## config.mk

```make
export PLATFORM = sky130hd
export DESIGN_NAME = gol_gen_ctrl
export DESIGN_NICKNAME = d
export VERILOG_FILES = /design/src/rtl/gol_gen_ctrl.sv
export SDC_FILE = /design/constraint.sdc
export NUM_CORES = 1
export LEC_CHECK = 0
export BUFFER_PORTS_ARGS = -buffer_cell sky130_fd_sc_hd__clkbuf_2
export CAP_MARGIN = 20
export CORE_AREA = 2 2 96 98
export CTS_CLUSTER_DIAMETER = 100
export DETAILED_ROUTE_END_ITERATION = 16
export DIE_AREA = 0 0 98 100
export GPL_TIMING_DRIVEN = 0
export PLACE_DENSITY = 0.85
export SETUP_SLACK_MARGIN = 0.1
export SLEW_MARGIN = 20
export SYNTH_ARGS = -nofsm -noshare
export SYNTH_HDL_FRONTEND = slang
export SYNTH_SLANG_ARGS = --single-unit
```

## constraint.sdc

```tcl
create_clock -name clk -period 2.4 [get_ports clk]
set_input_delay 0.48 -clock clk [delete_from_list [all_inputs] [get_ports clk]]
set_output_delay 0.48 -clock clk [all_outputs]
set_load 0.02 [all_outputs]
```

## src/rtl/gol_gen_ctrl.sv

```systemverilog
// gol_gen_ctrl: generation sequencer for the 8x8 Game of Life datapath with display handshake.
// Optional build macro GOL_STILL_HALT_EN adds a HALT state entered once a still life is reached.
module gol_gen_ctrl #(
   parameter int GRID_W    = 64,
   parameter int TICK_DIV  = 4,
   parameter int GEN_CNT_W = 16
) (
   input  logic                 clk,
   input  logic                 rstn,
   input  logic [GRID_W-1:0]    seed,
   input  logic                 load,
   input  logic                 run,
   input  logic                 step,
   input  logic [GRID_W-1:0]    next_grid,
   output logic [GRID_W-1:0]    cur_grid,
   output logic                 frame_valid,
   input  logic                 frame_ready,
   output logic [GEN_CNT_W-1:0] gen_count,
   output logic                 extinct,
   output logic                 busy,
   output logic                 stable
);
   localparam int TW = (TICK_DIV > 1) ? $clog2(TICK_DIV) : 1;

   typedef enum logic [2:0] {
      IDLE,
      PRESENT,
      WAIT_TICK,
      COMPUTE,
`ifdef GOL_STILL_HALT_EN
      COMMIT,
      HALT
`else
      COMMIT
`endif
   } state_t;

   state_t        state;
   logic [TW-1:0] tick;

   assign extinct = (cur_grid == '0);
   assign busy    = (state != IDLE);

`ifndef GOL_STILL_HALT_EN
   assign stable = 1'b0;
`endif

   // Sequencer: load overrides everything, otherwise walk present/wait/compute/commit.
   always_ff @(posedge clk or negedge rstn) begin
      if (!rstn) begin
         state       <= IDLE;
         cur_grid    <= '0;
         frame_valid <= 1'b0;
         gen_count   <= '0;
         tick        <= '0;
`ifdef GOL_STILL_HALT_EN
         stable      <= 1'b0;
`endif
      end else if (load) begin
         state       <= PRESENT;
         cur_grid    <= seed;
         frame_valid <= 1'b1;
         gen_count   <= '0;
         tick        <= '0;
`ifdef GOL_STILL_HALT_EN
         stable      <= 1'b0;
`endif
      end else begin
         case (state)
            IDLE: begin
               tick  <= '0;
               state <= run ? WAIT_TICK : (step ? COMPUTE : IDLE);
            end
            PRESENT: begin
               tick <= '0;
               if (frame_ready) begin
                  frame_valid <= 1'b0;
`ifdef GOL_STILL_HALT_EN
                  state <= stable ? HALT : (run ? WAIT_TICK : IDLE);
`else
                  state <= run ? WAIT_TICK : IDLE;
`endif
               end
            end
            WAIT_TICK: begin
               if (!run) begin
                  tick  <= '0;
                  state <= IDLE;
               end else if (tick == TW'(TICK_DIV - 1)) begin
                  tick  <= '0;
                  state <= COMPUTE;
               end else begin
                  tick <= tick + 1'b1;
               end
            end
            COMPUTE: state <= COMMIT;
            COMMIT: begin
               cur_grid    <= next_grid;
               gen_count   <= gen_count + 1'b1;
               frame_valid <= 1'b1;
               state       <= PRESENT;
`ifdef GOL_STILL_HALT_EN
               stable      <= (next_grid == cur_grid);
`endif
            end
`ifdef GOL_STILL_HALT_EN
            HALT: state <= HALT;
`endif
            default: state <= IDLE;
         endcase
      end
   end
endmodule

```

---- Yosys cells after proc, flatten, opt, wreduce, memory -nomap -nowiden ----
Cells that the tools add are included.
word-level totals
  bits of input ports ..................... 134
  word-level logic and storage cells ...... 42
  register bits ........................... 86
  output and inout bits ................... 84
cells by class
  add/subtract/negate cells ............... 2
  reductions and logical operators ........ 9
  mux-type cells .......................... 19
  eq/ne operators ......................... 7
operator list
  operator                 count
  $mux W64                 2
  $logic_not A64 Y1        1
  $mux W16                 2
  $add A16 B1 Y16 const B  1
  $pmux W3 S5              1
  $mux W2                  6
  $mux W3                  4
  $reduce_bool A3 Y1       3
  $eq A3 B2 Y1 const B     2
  $ne A4 B4 Y1 const B     1
  $pmux W2 S2              1
  $reduce_and A2 Y1        2
  $eq A3 B1 Y1 const B     1
  $eq A3 B3 Y1 const B     1
  $logic_not A3 Y1         1
  $ne A3 B3 Y1 const B     1
  $add A2 B1 Y2 const B    1
  $eq A2 B2 Y1 const B     1
  $mux W1                  2
  $pmux W1 S2              1
  $reduce_bool A2 Y1       1
  $reduce_or A2 Y1         1

---- Logic depth before layout (Yosys ltp) ----
  word-level depth ........................ 5
  depth in mapped cells ................... 6
  mapped depth without buffers ............ 5

---- Worst setup path before layout ----
No wires, ideal clock.
  kind .................................... register -> output
  from .................................... register cur_grid[0]
  to ...................................... output extinct
  buffers on the path ..................... 0
  cell stages (with the launch flop) ...... 4
  arrival ................................. 1.575 ns
  slack ................................... 0.345 ns
  path through ............................ dfrtp_1 nor4_1 nand4_1 nor4_1
on the way
  cells in the longest elaborated chain, start to end .. 1
ends and longest elaborated chain
  element                 RTL line  text
  start, declared         15        output logic [GRID_W-1:0] cur_grid,
  start signal, assigned  98        cur_grid <= next_grid;
  $logic_not A64 Y1       41        assign extinct = (cur_grid == '0);
  end, declared           19        output logic extinct,
No other way between the ends.

---- Worst setup path after layout ----
  from .................................... register cur_grid[33]
  to ...................................... output extinct
The elaborated chain is that of the path after synthesis.

==> impl_metrics.csv <==
group,metric,value,unit
placement,dp_hpwl,10200,µm
drt,drt-initial-drc-count,171,
global_routing,grtUsageMet1,33.2,%
global_routing,grt_pass1_wl,20400,µm
drt,drc_errors,0,
clocking,htree_levels,3,
drt,vias,4266,
floorplanning,die_x,98,µm
timing,max_freq,453,MHz
synth,async_flop_share,100,%
drt,routed_wl,13100,µm
setup_path,critPathMaxStageDelay,0.42,ns
global_routing,gr-total-overflow,0,
floorplanning,initial_utilization,47.7,%
drt,avgRoutedWirePerCell,17.1,µm
global_routing,grt_pass1_vias,4132,
synth,synth_top_cell_by_area,"dfrtp_1",
synth,ys_types,41,
timing,whs,0.134,ns
power_and_ir_drop,vdd_drop_max,0.000355,V
synth,syn_area,0.00424,mm²
final_layout,fin_nets,789,
power_and_ir_drop,share_clk_of_total_power,31.6,%
timing,setup_violations,0,
timing,hold_viol_final,0,
setup_path,critPathSlowestCell,"dfrtp_1",
power_and_ir_drop,power.share.switching,29.9,%
global_routing,antenna_found_initial,0,
global_routing,grt_max_degree,48,
synth,synth_nets,558,
timing,post-route-min-period,2.21,ns
timing,rsz0062_at_grt,"true",
synth,synth_top_area_share,50.8,%
final_layout,area_growth,37.6,%
synth,synth_edf_count,0,
timing,fin_worst_skew,0.0137,ns
power_and_ir_drop,p_leak,2.74,nW
drt,ant_nets,0,
setup_path,cp-end-kind,"primary output",
clocking,postCtsHoldBufs,0,
synth,ys_seq_area_share,50.8,%
final_layout,finish.utilization,65.6,%
clocking,root_buffer,"clkbuf_8",
clocking,cts-buffers-inserted,9,
timing,slew_headroom,62.0,%
setup_path,crit_top_cell,"nor4_2",
clocking,clkTransAtPathRegs,0.09,ns
final_layout,fin_area,0.00583,mm²
power_and_ir_drop,combPwrFrac,20.1,%
setup_path,crit_type,"flip-flop to primary output",
floorplanning,die_h,100,µm
setup_path,cp_max_fo,3,
synth,synth.ff_latch_count,86,
power_and_ir_drop,powerDensity,600,mW/mm²
floorplanning,core,0.00889,mm²
synth,syn_avg_cell_area,10.0,µm²
timing,setup_tns,0,ns
floorplanning,ios,218,
floorplanning,die-area,0.00980,mm²
outcome,status,"complete, no violations",
placement,gp_congestion,0.891,
synth,ys.flop_type,"dfrtp_1",
power_and_ir_drop,switching_power,1.05,mW
setup_path,start_kind,"flip-flop",
drt,routed_via_density,5.56,
timing,period_share,92.1,%
synth,ys_warn_count,0,
global_routing,track_usage,26.4,%
placement,placed_area,0.00548,mm²
run,maxCapViolCount,0,
clocking,clkSinkCount,86,
drt,dr.pass1.iters,5,
timing,worst_pin_slew,0.569,ns
final_layout,n_antenna_cell,0,
hold_path,hold_class,"input port to asynchronous set/reset pin",
global_routing,grtUsageMet3,5.01,%
timing,finalMaxSlewViolations,0,
clocking,clk_path_buf_depth,2,
synth,synthTopCellsByArea,"dfrtp_1, mux2i_1, o21ai_1",
power_and_ir_drop,p_int,2.45,mW
setup_path,crit_arrival,1.73,ns
synth,netlist_instances,422,
final_layout,drive_above_1_share,39.3,%
global_routing,gr-usage-met2,45.8,%
placement,port_buffers,215,
clocking,clkLatencyLatePin,0.35,ns
setup_path,required,1.92,ns
floorplanning,row_count,35,
power_and_ir_drop,seq_power_share,48.3,%
setup_path,timing.critical_path.cells,"nor4_2 > nand4_1 > nor4_2 > buf_4",
clocking,tritoncts,"done",
global_routing,busiest_layer,"met2",
[path summary, 6_finish.rpt]
path | from | end | slack (ns) | cells after the start
min in group clk | seed[57] | cur_grid[57] | 0.34 | 3
worst max register to register | state[1] | cur_grid[7] | 0.57 | 6
worst max-delay path | cur_grid[33] | extinct | 0.19 | 4
worst min-delay path | rstn | cur_grid[3] | 0.13 | 1
worst min register to register | frame_valid | frame_valid | 0.56 | 2
max in group asynchronous | rstn | cur_grid[27] | 1.62 | 2
[area by class of cell]
cell class	instances	area [µm²]
clock inverter	4	72.6
buffer	28	143
timing repair buffer	220	1140
clock buffer	10	138
inverter	5	18.8
tap	111	139
fill	729	3060
sequential	86	2150
multi-input combinational	303	2030
[registers in the layout (all words and copies together), names as in the netlist]
| register | count |
|---|---|
| cur_grid | 64 |
| gen_count | 16 |
| tick | 2 |
| state | 3 |
| frame_valid | 1 |
[critical path, delay by kind of cell, from the launching register on]
family	cells	cell delay (ns)
buf+inv	1	0.19
simple gates	3	0.79
flops	1	0.42
[cell families after synthesis]
group,after synthesis,synth area share (%)
AND/OR/NAND/NOR,140,16.2
flip-flops,86,50.8
AO/OA/AOI/OAI,83,10.6
multiplexers,67,15.9
buffers and inverters,33,3.81
XOR/XNOR,10,2.07
adder cells (fa/ha/maj),2,0.591
other,1,0.0885
[power groups by stage]
stage / clock (mW) / sequential (mW) / combinational [mW]
floorplan: 0 / 1.79 / 0.235
global placement: 0 / 1.69 / 0.663
detailed placement: 0 / 1.69 / 0.686
CTS: 1.12 / 1.68 / 0.694
global route: 1.18 / 1.70 / 0.765
finish: 1.11 / 1.69 / 0.702
[what timing repair did]
| item | 4_1_cts | 5_1_grt |
|---|---|---|
| buffers inserted | 0 | 4 |
| setup endpoints to repair | 1 | 1 |
| pin swaps | 0 | 7 |
| resized for setup | 10 | 7 |
[metrics by stage]
stage                     total power, mW  setup WS (ns)  cells
after floorplan                      2.03          0.345    422
after global placement               2.35       -0.00721    748
after detailed placement             2.38          0.289    749
after CTS                            3.49          0.102    763
after global routing                 3.65         0.0651    767
final                                3.50          0.190    767
[synthesized netlist by cell type, types with 4 or more instances]
cell type and instances:
o21ai_1 64, a21oi_1 7, nand3_1 5, clkbuf_1 18, mux2i_1 65, inv_1 5, nor2_1 18, xnor2_1 6
nand4_1 8, nor4_1 20, xor2_1 4, nand2_1 69, dfrtp_1 86
[cell usage in the layout (no fill, tap or decap), drive strengths merged, types with 2 or more instances in the layout]
cell type / n
mux2: 2
nor2: 18
nand3: 5
a211oi: 2
dfrtp: 86
or3: 3
ha: 2
a21oi: 7
nand2b: 2
mux2i: 65
o21ai: 66
nor2b: 3
and4: 2
o21bai: 2
xnor2: 6
inv: 5
xor2: 4
nor4: 20
clkbuf: 242
buf: 16
bufinv: 2
nand4: 8
nor3: 4
nand2: 69
[per-layer routing]
layer	up-vias	wire, µm
li1	1948	-
met1	2083	5230
met2	211	6720
met3	24	925
met4	0	232
met5	-	0
No activity file was read; power rests on OpenSTA's default activity.
